==> config.mk <==
export PLATFORM = sky130hd
export DESIGN_NAME = mem_access_ctrl
export DESIGN_NICKNAME = d
export VERILOG_FILES = /design/src/rtl/mem_access_ctrl.sv
export SDC_FILE = /design/constraint.sdc
export NUM_CORES = 1
export LEC_CHECK = 0
export BUFFER_PORTS_ARGS = -buffer_cell sky130_fd_sc_hd__buf_2
export CELL_PAD_IN_SITES_DETAIL_PLACEMENT = 0
export CELL_PAD_IN_SITES_GLOBAL_PLACEMENT = 1
export CORE_UTILIZATION = 33
export CTS_CLUSTER_DIAMETER = 50
export DETAILED_ROUTE_END_ITERATION = 12
export PLACE_DENSITY = 0.83
export SLEW_MARGIN = 20
export SYNTH_ARGS = -nofsm -noshare
export SYNTH_HDL_FRONTEND = slang
export SYNTH_SLANG_ARGS = --single-unit
==> constraint.sdc <==
create_clock -name clk -period 2.3 [get_ports clk]
set_input_delay 0.345 -clock clk [delete_from_list [all_inputs] [get_ports clk]]
set_output_delay 0.345 -clock clk [all_outputs]
set_load 0.1 [all_outputs]
==> src/rtl/mem_access_ctrl.sv <==
// mem_access_ctrl: memory-stage load/store controller for an SRAM-like data bus
// (req / addr_ok / data_ok handshake) with byte strobes and lane-replicated store data.
// It returns aligned, sign- or zero-extended load data to write-back.
// Build option MEM_ADDR_CHECK_EN: when defined, a misaligned half/word access skips the
// bus and raises an address error (AdEL=4 / AdES=5). When undefined, the low address bits
// are masked to the access size, so every request reaches the bus.
module mem_access_ctrl #(
  parameter int ADDR_W = 32,
  parameter int DATA_W = 32
) (
  input  logic              clk,
  input  logic              reset,
  input  logic              in_valid,
  output logic              in_ready,
  input  logic              in_write,
  input  logic [1:0]        in_size,
  input  logic              in_signed,
  input  logic [ADDR_W-1:0] in_addr,
  input  logic [DATA_W-1:0] in_wdata,
  input  logic              in_flush,
  output logic              busy,
  output logic              out_valid,
  output logic [DATA_W-1:0] out_rdata,
  output logic              out_exc,
  output logic [4:0]        out_exc_code,
  output logic [ADDR_W-1:0] out_badvaddr,
  output logic              d_req,
  output logic              d_wr,
  output logic [1:0]        d_size,
  output logic [ADDR_W-1:0] d_addr,
  output logic [3:0]        d_wstrb,
  output logic [DATA_W-1:0] d_wdata,
  input  logic              d_addr_ok,
  input  logic              d_data_ok,
  input  logic [DATA_W-1:0] d_rdata
);

  typedef enum logic [2:0] {IDLE = 3'd0, ADDR = 3'd1, DATA = 3'd2, RESP = 3'd3, DRAIN = 3'd4} state_t;

  state_t            state_reg, state_next;
  logic              wr_reg;
  logic [1:0]        size_reg;
  logic              signed_reg;
  logic [ADDR_W-1:0] addr_reg;
  logic [DATA_W-1:0] wdata_reg;
  logic [DATA_W-1:0] rdata_reg;

  logic              accept;
  logic              misaligned;
  logic              resp_bus;
  logic [ADDR_W-1:0] addr_cap;
  logic [DATA_W-1:0] shifted;
  logic [DATA_W-1:0] load_ext;
  logic [3:0]        strb;
  logic [DATA_W-1:0] wdata_rep;

  assign accept = (state_reg == IDLE) && in_valid && !in_flush;

`ifdef MEM_ADDR_CHECK_EN
  assign misaligned = ((in_size == 2'd1) && in_addr[0]) || (in_size[1] && (in_addr[1:0] != 2'b00));
  assign addr_cap   = in_addr;
`else
  assign misaligned = 1'b0;

  // Force natural alignment so the bus never sees a misaligned access
  always_comb begin
    addr_cap = in_addr;
    if (in_size == 2'd1) begin
      addr_cap[0] = 1'b0;
    end else if (in_size[1]) begin
      addr_cap[1:0] = 2'b00;
    end
  end
`endif

  // Next-state logic. A flush arriving together with the bus completion discards the data.
  always_comb begin
    state_next = state_reg;
    resp_bus   = 1'b0;
    case (state_reg)
      IDLE: begin
        if (accept) state_next = misaligned ? RESP : ADDR;
      end
      ADDR: begin
        if (d_addr_ok) begin
          if (d_data_ok) begin
            if (in_flush) begin
              state_next = IDLE;
            end else begin
              state_next = RESP;
              resp_bus   = 1'b1;
            end
          end else begin
            state_next = in_flush ? DRAIN : DATA;
          end
        end else if (in_flush) begin
          state_next = IDLE;
        end
      end
      DATA: begin
        if (d_data_ok) begin
          if (in_flush) begin
            state_next = IDLE;
          end else begin
            state_next = RESP;
            resp_bus   = 1'b1;
          end
        end else if (in_flush) begin
          state_next = DRAIN;
        end
      end
      DRAIN: begin
        if (d_data_ok) state_next = IDLE;
      end
      RESP:    state_next = IDLE;
      default: state_next = IDLE;
    endcase
  end

  // Lane selection, extension, strobes and store-data replication from the captured request
  always_comb begin
    shifted = d_rdata >> {addr_reg[1:0], 3'b000};
    case (size_reg)
      2'd0: begin
        load_ext  = signed_reg ? {{24{shifted[7]}}, shifted[7:0]} : {24'd0, shifted[7:0]};
        strb      = 4'b0001 << addr_reg[1:0];
        wdata_rep = {4{wdata_reg[7:0]}};
      end
      2'd1: begin
        load_ext  = signed_reg ? {{16{shifted[15]}}, shifted[15:0]} : {16'd0, shifted[15:0]};
        strb      = 4'b0011 << addr_reg[1:0];
        wdata_rep = {2{wdata_reg[15:0]}};
      end
      default: begin
        load_ext  = shifted;
        strb      = 4'b1111;
        wdata_rep = wdata_reg;
      end
    endcase
  end

  // State register, request capture and result latch
  always_ff @(posedge clk) begin
    if (reset) begin
      state_reg  <= IDLE;
      wr_reg     <= 1'b0;
      size_reg   <= 2'd0;
      signed_reg <= 1'b0;
      addr_reg   <= '0;
      wdata_reg  <= '0;
      rdata_reg  <= '0;
    end else begin
      state_reg <= state_next;
      if (accept) begin
        wr_reg     <= in_write;
        size_reg   <= in_size;
        signed_reg <= in_signed;
        addr_reg   <= addr_cap;
        wdata_reg  <= in_wdata;
      end
      if (resp_bus) begin
        rdata_reg <= wr_reg ? '0 : load_ext;
      end else if (accept && misaligned) begin
        rdata_reg <= '0;
      end
    end
  end

`ifdef MEM_ADDR_CHECK_EN
  logic              exc_reg;
  logic [4:0]        exc_code_reg;
  logic [ADDR_W-1:0] badvaddr_reg;

  // Exception fields are written only when a response is produced, so they hold between responses
  always_ff @(posedge clk) begin
    if (reset) begin
      exc_reg      <= 1'b0;
      exc_code_reg <= 5'd0;
      badvaddr_reg <= '0;
    end else if (accept && misaligned) begin
      exc_reg      <= 1'b1;
      exc_code_reg <= in_write ? 5'd5 : 5'd4;
      badvaddr_reg <= in_addr;
    end else if (resp_bus) begin
      exc_reg      <= 1'b0;
      exc_code_reg <= 5'd0;
      badvaddr_reg <= '0;
    end
  end

  assign out_exc      = exc_reg;
  assign out_exc_code = exc_code_reg;
  assign out_badvaddr = badvaddr_reg;
`else
  assign out_exc      = 1'b0;
  assign out_exc_code = 5'd0;
  assign out_badvaddr = '0;
`endif

  assign in_ready  = (state_reg == IDLE);
  assign busy      = (state_reg != IDLE);
  assign out_valid = (state_reg == RESP) && !in_flush;
  assign out_rdata = rdata_reg;

  // Bus fields are driven only while requesting, so they stay quiet otherwise
  assign d_req   = (state_reg == ADDR);
  assign d_wr    = d_req && wr_reg;
  assign d_size  = d_req ? (size_reg[1] ? 2'd2 : size_reg) : 2'd0;
  assign d_addr  = d_req ? addr_reg : '0;
  assign d_wstrb = d_req ? strb : 4'd0;
  assign d_wdata = d_req ? wdata_rep : '0;

endmodule

Yosys cells after proc, flatten, opt, wreduce, memory -nomap -nowiden
Cells that the tools add are included.
Widths: inputs -> output; s select.
{"block": "word_totals", "reg_bits": 103, "latch_bits": 0, "ramBits": 0, "mem_bits_ro": 0, "input_bits": 106, "output_inout_bits": 145, "memories": 0}
{"block": "classes", "addsub": 0, "mul": 0, "div_mod_pow": 0, "order_cmp": 0, "n_eq_ne": 10, "shift": 3, "muxes": 28, "bitwise_logic": 0, "reduce_logical": 9}
{"cell": "$mux 32", "count": 5}
{"cell": "$pmux 32 s2", "count": 2}
{"cell": "$shr 32x5->32", "count": 1}
{"cell": "$mux 3", "count": 8}
{"cell": "$pmux 3 s4", "count": 1}
{"cell": "$mux 2", "count": 4}
{"cell": "$pmux 4 s2", "count": 1}
{"cell": "$eq 3x2->1 const B", "count": 2}
{"cell": "$mux 1", "count": 5}
{"cell": "$eq 2x1->1 const B", "count": 2}
{"cell": "$logic_and 1x1->1", "count": 4}
{"cell": "$mux 4", "count": 1}
{"cell": "$reduce_and 4->1", "count": 1}
{"cell": "$shl 1x2->4 const A", "count": 1}
{"cell": "$shl 2x2->4 const A", "count": 1}
{"cell": "$eq 3x1->1 const B", "count": 1}
{"cell": "$eq 3x3->1 const B", "count": 1}
{"cell": "$logic_not 3->1", "count": 1}
{"cell": "$ne 3x2->1 const B", "count": 1}
{"cell": "$ne 3x3->1 const B", "count": 1}
{"cell": "$reduce_bool 3->1", "count": 1}
{"cell": "$logic_not 2->1", "count": 1}
{"cell": "$ne 2x1->1 const B", "count": 1}
{"cell": "$ne 2x2->1 const B", "count": 1}
{"cell": "2 further kinds", "count": 2}

Longest topological paths before layout
Gate-level depths: netlist of the first run.
{"block": "logic_depth", "ltp_word": 5, "ltp_mapped": 7, "ltp_nobuf": 4}

Least setup slack after synthesis of the first run
OpenSTA, ideal clock, no wires.
{"block": "synth_timing", "path_kind": "register to output", "startpoint": "register state_reg[1]", "endpoint": "output d_addr[30]", "t_arrival_ns": 2.768, "setup_slack_ns": -0.813, "stages_incl_launch_ff": 6, "path_cell_list": "dfxtp_1 nand2b_1 or2_2 inv_1 clkbuf_1 and2_1"}
{"block": "synth_via", "elab_chain_cells": 2}
{"element": "from (decl)", "line_no": "40", "source": "state_t state_reg, state_next;"}
{"element": "from (signal assigned)", "line_no": "153", "source": "state_reg <= state_next;"}
{"element": "$eq 3x1->1", "line_no": "206", "source": "assign d_req = (state_reg == ADDR);"}
{"element": "net d_req", "line_no": "27", "source": "output logic d_req,"}
{"element": "$mux 32", "line_no": "209", "source": "assign d_addr = d_req ? addr_reg : '0;"}
{"element": "to (decl)", "line_no": "30", "source": "output logic [ADDR_W-1:0] d_addr,"}
The timed path passes the listed nets, and every way through them passes these cells.

Worst setup path in the final report of the first run
{"block": "layout_timing", "startpoint": "register size_reg[0]", "endpoint": "output d_wdata[8]"}
{"block": "layout_via", "elab_chain_cells": 3, "elab_cells_between_ends": 4, "classes_between": "1 x eq/ne; 2 x mux; 1 x reduce/logical"}
{"element": "from (decl)", "line_no": "42", "source": "logic [1:0] size_reg;"}
{"element": "from (signal assigned)", "line_no": "156", "source": "size_reg <= in_size;"}
{"element": "$eq 2x1->1 / $logic_not 2->1 (equally long branches)", "line_no": "123", "source": "case (size_reg)"}
{"element": "$pmux 32 s2 (*)", "line_no": "123"}
{"element": "$mux 32 (*)", "line_no": "211", "source": "assign d_wdata = d_req ? wdata_rep : '0;"}
{"element": "to (decl)", "line_no": "32", "source": "output logic [DATA_W-1:0] d_wdata,"}
Every way passes the cells marked *; elsewhere a longest branch is shown, timed or not.

==> out/results.txt, run 1 <==
Nets: 982
CP max FO: 9
final critical-path required period: 2.220 ns
drt first pass iters: 4
Final HPWL DP: 12420 um
min-delay src: in_addr[12]
Post-synth top flop: dfxtp_1
most frequent cells in the layout: nand2_1, buf_2, dfxtp_1
status: finished, final reports clean
Synth area leader: dfxtp_1
hold-critical path depth: 3
switching share of power: 0.3782
Crit path arrival time: 1.87 ns
Clock Sinks: 103
hold slack: 0.2150 ns
Clk pin slew, worst setup/hold paths: 0.08 ns
most common cell after layout, fill and taps aside: nand2_1
fin util: 0.4996
Die ar.: 0.01664 mm2
clock power share: 0.313
count of cell types in the netlist: 43
initial antenna violation count: 2
worst hold endpoint: addr_reg[12]
Hold Buf Count CTS: 0
drt drc: 0
critical-path cell list: nor2_1 > buf_4 > nand2_1 > a21oi_1 > buf_12
power consumption: 0.004828 W
Max IR drop VDD: 0.0005235 V
Psw: 0.001826 W
P per Cell Area: 610.6 mW/mm2
fin cells: 1097
final period utilization: 0.9650
total setup buffers inserted after CTS: 0
Final setup viols: 0
Comb pwr share: 0.289
Post-Route Skew: 0.01127 ns
Core ar.: 0.01583 mm2
Seq cells post-synth: 103
Worst Tran Pin Value: 0.7341 ns
Synth Area per Inst: 7.770 um2
cts bufs inserted: 9
Reg power frac: 0.397
Diodes inserted: 0
gpl congestion: 0.7959
Yosys top cell area share: 0.3874
Crit. End Element: output port
root buffer cell: clkbuf_16
Area Overhead vs Synth: 48.57%
worst skew pair latency: 0.36 ns
CTS tree: built
worst stage delay on the critical path: 0.38 ns
via count: 5258
critical path launch point type: flip-flop
sequential fraction of the synthesis area: 0.3874
Initial Util: 0.3363
H-tree depth: 3
Tot GR Track Use: 0.2043
vias in the first global route: 4862
Die Y: 129 um
largest net degree at the start of global routing: 69
IO buf count: 212
row count: 46
RSZ-0062 raised after global routing: false
Routed Antenna Nets: 0
FMAX: 450.5 MHz
WL per Instance: 15.25 um
top post-synthesis cells by area: dfxtp_1, nand2_1, a21oi_1, mux2i_1, buf_4
Clock Path Buffers: 2
min-delay worst type: primary input to flip-flop
Total Wirelength: 16730 um
relative slew slack: 0.5106
reg2reg path depth: 4
ys async rst share: 0
Sum Neg Setup Slack: 0 ns
Gate Count Post-Synth: 685
Req. time, crit path: 1.96 ns
Worst R2R End: out_rdata[10]
dpl cells: 1081
layout cells sized above 1: 0.3360
die width: 129 um
MaxCap Viol Count: 0
Internal: 0.003002 W
Post-synth EDFFs: 0
Max Slew Vio Count: 0
Slowest-stage cell, CP: dfxtp_2
Cell Area, Synth: 0.005323 mm2
drt first-iter violations: 247
Crit Path Category: flip-flop to output port
Ys Warns: 0
global-route wire length before repair: 26010 um
FF-to-FF setup slack: 0.37 ns
grt total ovfl: 0
reg2reg start: addr_reg[0]
Hold Vio Cnt, Final: 0
vias per cell: 4.793
leakage: 3.231 nW
Ports: 251
-- per-layer routing --
metal  part of all wire  up-vias  track usage
met3              0.080       32      0.06237
met5             0.0016        -            0
met1               0.43     2403       0.2515
met2               0.47      206       0.3345
met4              0.025        4      0.07751
li1                   -     2613            -
-- worst max-delay path by stage --
| stage | from | endpoint | slack, ns | cells after the start |
|---|---|---|---|---|
| 6_report | size_reg[0] | d_wdata[8] | 0.08 | 5 |
| 5_1_grt | addr_reg[0] | d_wstrb[2] | 0.03 | 4 |
| 4_1_cts | state_reg[1] | d_wstrb[0] | 0.005 | 5 |
| 3_5_place_dp | state_reg[1] | d_addr[20] | 0.31 | 6 |
| 3_3_place_gp | state_reg[1] | d_addr[25] | 0.35 | 6 |
| 2_1_floorplan | state_reg[1] | d_wdata[22] | -0.59 | 5 |
-- what timing repair did --
action	in CTS	in global routing
gates resized for setup	6	3
pin swaps	0	0
setup endpoints to repair	29	27
-- final cells by class --
cell class	count	area, um2
Clock inverter	7	66.31
Fill cell	1497	7920
Tap cell	216	270.3
Clock buffer	9	225.2
Sequential cell	103	2064
Timing Repair Buffer	235	2344
Multi-Input combinational cell	520	2912
Inverter	7	26.28
-- worst max-delay path: cells and delay by family (launching register included) --
kind            cells  cell delay (ns)
compound gates      1             0.29
simple gates        2             0.38
flops               1             0.38
buf+inv             2             0.46
-- through the flow --
stage,setup WS (ns),cell area (um2)
3_3_place_gp,0.3469,7591
3_5_place_dp,0.3078,7591
5_1_grt,0.02649,7908
6_report,0.08040,7908
2_1_floorplan,-0.5915,5532
4_1_cts,0.004782,7901
-- synthesized netlist by cell type (2+ instances only) --
cell type	n
a21oi_1	97
a221oi_1	7
a22o_1	16
and2_1	41
and3_1	4
buf_2	18
buf_4	41
buf_6	3
clkbuf_1	29
dfxtp_1	103
inv_1	7
mux2_2	8
mux2i_1	33
nand2_1	168
nand2b_1	4
nand3_1	4
nor2_1	44
nor2b_1	2
nor3b_2	2
o21ai_0	12
o2bb2ai_1	16
or2_2	3
or3_1	2
or4_1	2
-- power groups by stage --
stage	combinational, W	clock, W	sequential [W]
finish	0.00140	0.00151	0.00192
global route	0.00148	0.00162	0.00193
CTS	0.00140	0.00155	0.00192
detailed placement	0.00139	0	0.00196
global placement	0.00138	0	0.00196
floorplan	0.00102	0	0.00198
-- logic make-up after synthesis --
group,after synthesis,synth area share
mux,42,0.08322
buf+inv,99,0.1072
other cells,1,0.0007045
flops,103,0.3874
xor+xnor,1,0.001646
simple gates,281,0.2351
compound gates,158,0.1848
No activity file was read; power rests on OpenSTA's default activity.
==> inputs of run 2 (changes only) <==
- CORE_MARGIN: unset -> 2
- RECOVER_POWER: unset -> 100
==> run 2 against run 1 <==
  * Routed wire length up 1.4%
  * Via count is 0.63% higher
  * Global-route usage fell by 1.2 points
  * Critical path type unchanged
  * Critical endpoint is now d_wdata[13]
  * Largest power group unchanged
==> out/results.txt, run 2 (synthesized netlist as in run 1, its figures left out) <==
status: finished, final reports clean
Comb pwr share: 0.282
area occupied by multi-input gates: 0.002903 mm2
GRT met1 Usage: 0.2280
Layout Cell Area excl Fill: 0.007836 mm2
M2 GR Usage: 0.3231
switching share of power: 0.3679
via count: 5291
Max IR drop VDD: 0.0003786 V
Crit Path Category: flip-flop to output port
RSZ-0062 raised after global routing: true
relative slew slack: 0.1825
Nets: 982
drt drc: 0
die width: 131 um
layout cells sized above 1: 0.2963
FMAX: 445.6 MHz
final critical-path required period: 2.244 ns
global-route wire length before repair: 25650 um
Final HPWL DP: 12540 um
busiest layer in global routing: met2
largest net degree at the start of global routing: 63
Psw: 0.001796 W
most frequent cells in the layout: nand2_1, buf_2, dfxtp_1
Hold Vio Cnt, Final: 0
placed inst area: 0.007579 mm2
Hold Buf Count CTS: 0
drt first-iter violations: 212
Internal: 0.003085 W
Crit path arrival time: 1.90 ns
Post-Route Skew: 0.005206 ns
cts bufs inserted: 9
drt first pass iters: 6
worst skew pair latency: 0.36 ns
grt total ovfl: 0
most common cell after layout, fill and taps aside: nand2_1
Core ar.: 0.01583 mm2
Clock Sinks: 103
Initial Util: 0.3363
met3 usage: 0.06759
critical path launch point type: flip-flop
Tot GR Track Use: 0.1926
Clock Path Buffers: 2
gpl congestion: 0.8588
total setup buffers inserted after CTS: 0
CP max FO: 29
vias per cell: 4.819
H-tree depth: 3
setup ws final: 0.05589 ns
IO buf count: 212
Die ar.: 0.01716 mm2
Ports: 251
Clk pin slew, worst setup/hold paths: 0.07 ns
Reg power frac: 0.392
row count: 46
FF-to-FF setup slack: 0.19 ns
Crit. End Element: output port
Req. time, crit path: 1.96 ns
final period utilization: 0.9757
Reg area: 0.002064 mm2
WL per Instance: 15.44 um
Total Wirelength: 16960 um
Die Y: 131 um
P per Cell Area: 622.9 mW/mm2
Final setup viols: 0
CTS tree: built
Area Overhead vs Synth: 47.23%
vias in the first global route: 4898
post-place setup slack: 0.3299 ns
leakage: 3.080 nW
Routed Antenna Nets: 0
root buffer cell: clkbuf_16
MaxCap Viol Count: 0
min-delay worst type: primary input to flip-flop
Worst Tran Pin Value: 1.231 ns
clock power share: 0.325
Max Slew Vio Count: 0
initial antenna violation count: 4
filler cell count in the final layout: 1567
==> run 2: power groups by stage <==
| stage | registers, W | clock network (W) | logic, W |
|---|---|---|---|
| floorplan | 0.00198 | 0 | 0.00102 |
| global placement | 0.00195 | 0 | 0.00138 |
| detailed placement | 0.00196 | 0 | 0.00139 |
| CTS | 0.00191 | 0.00163 | 0.00139 |
| global route | 0.00192 | 0.00169 | 0.00147 |
| finish | 0.00191 | 0.00159 | 0.00138 |
==> run 2: critical path, stage by stage, from the launching register on <==
cell,delay (ns)
dfxtp_1,0.31
nand2b_1,0.16
or2_2,0.30
buf_4,0.26
a21oi_1,0.28
buf_12,0.22
==> run 2: final timing paths <==
check / from / endpoint / depth (start not counted)
max: state_reg[1] / d_wdata[13] / 5
min: in_addr[30] / addr_reg[30] / 3
max reg2reg: state_reg[2] / out_rdata[28] / 6
min reg2reg: addr_reg[20] / addr_reg[20] / 2
==> run 2: layer usage <==
metal / wire, um / share of wire / vias to the layer above
met1: 6828 / 0.40 / 2450
li1: - / - / 2604
met2: 8202 / 0.48 / 198
met4: 375 / 0.022 / 6
met3: 1508 / 0.089 / 33
met5: 40 / 0.0024 / -
==> run 2: metrics by stage <==
step	std cells	TNS (ns)	utilization	hold slack (ns)	total power, W
after floorplan	722	-10.40	-	0.4317	0.002996
after global placement	1081	0	0.4788	0.4372	0.003334
after detailed placement	1081	0	0.4788	0.4417	0.003346
after CTS	1097	0	0.4983	0.2052	0.004937
after global routing	1098	-0.02105	0.4951	0.2203	0.005085
final	1098	0	0.4951	0.2171	0.004881
==> run 2: what timing repair did <==
item                                    CTS  global route
endpoints found under the setup margin    1             6
resized for setup                         1             3
cloned                                    0             0
==> run 2: area by class of cell <==
class | instances | area share
Tap cell | 216 | 0.03449
Clock buffer | 9 | 0.02874
Timing Repair Buffer | 235 | 0.2888
Antenna cell | 1 | 0.0003193
Sequential cell | 103 | 0.2635
Inverter | 7 | 0.003353
Clock inverter | 7 | 0.01038
Multi-Input combinational cell | 520 | 0.3704
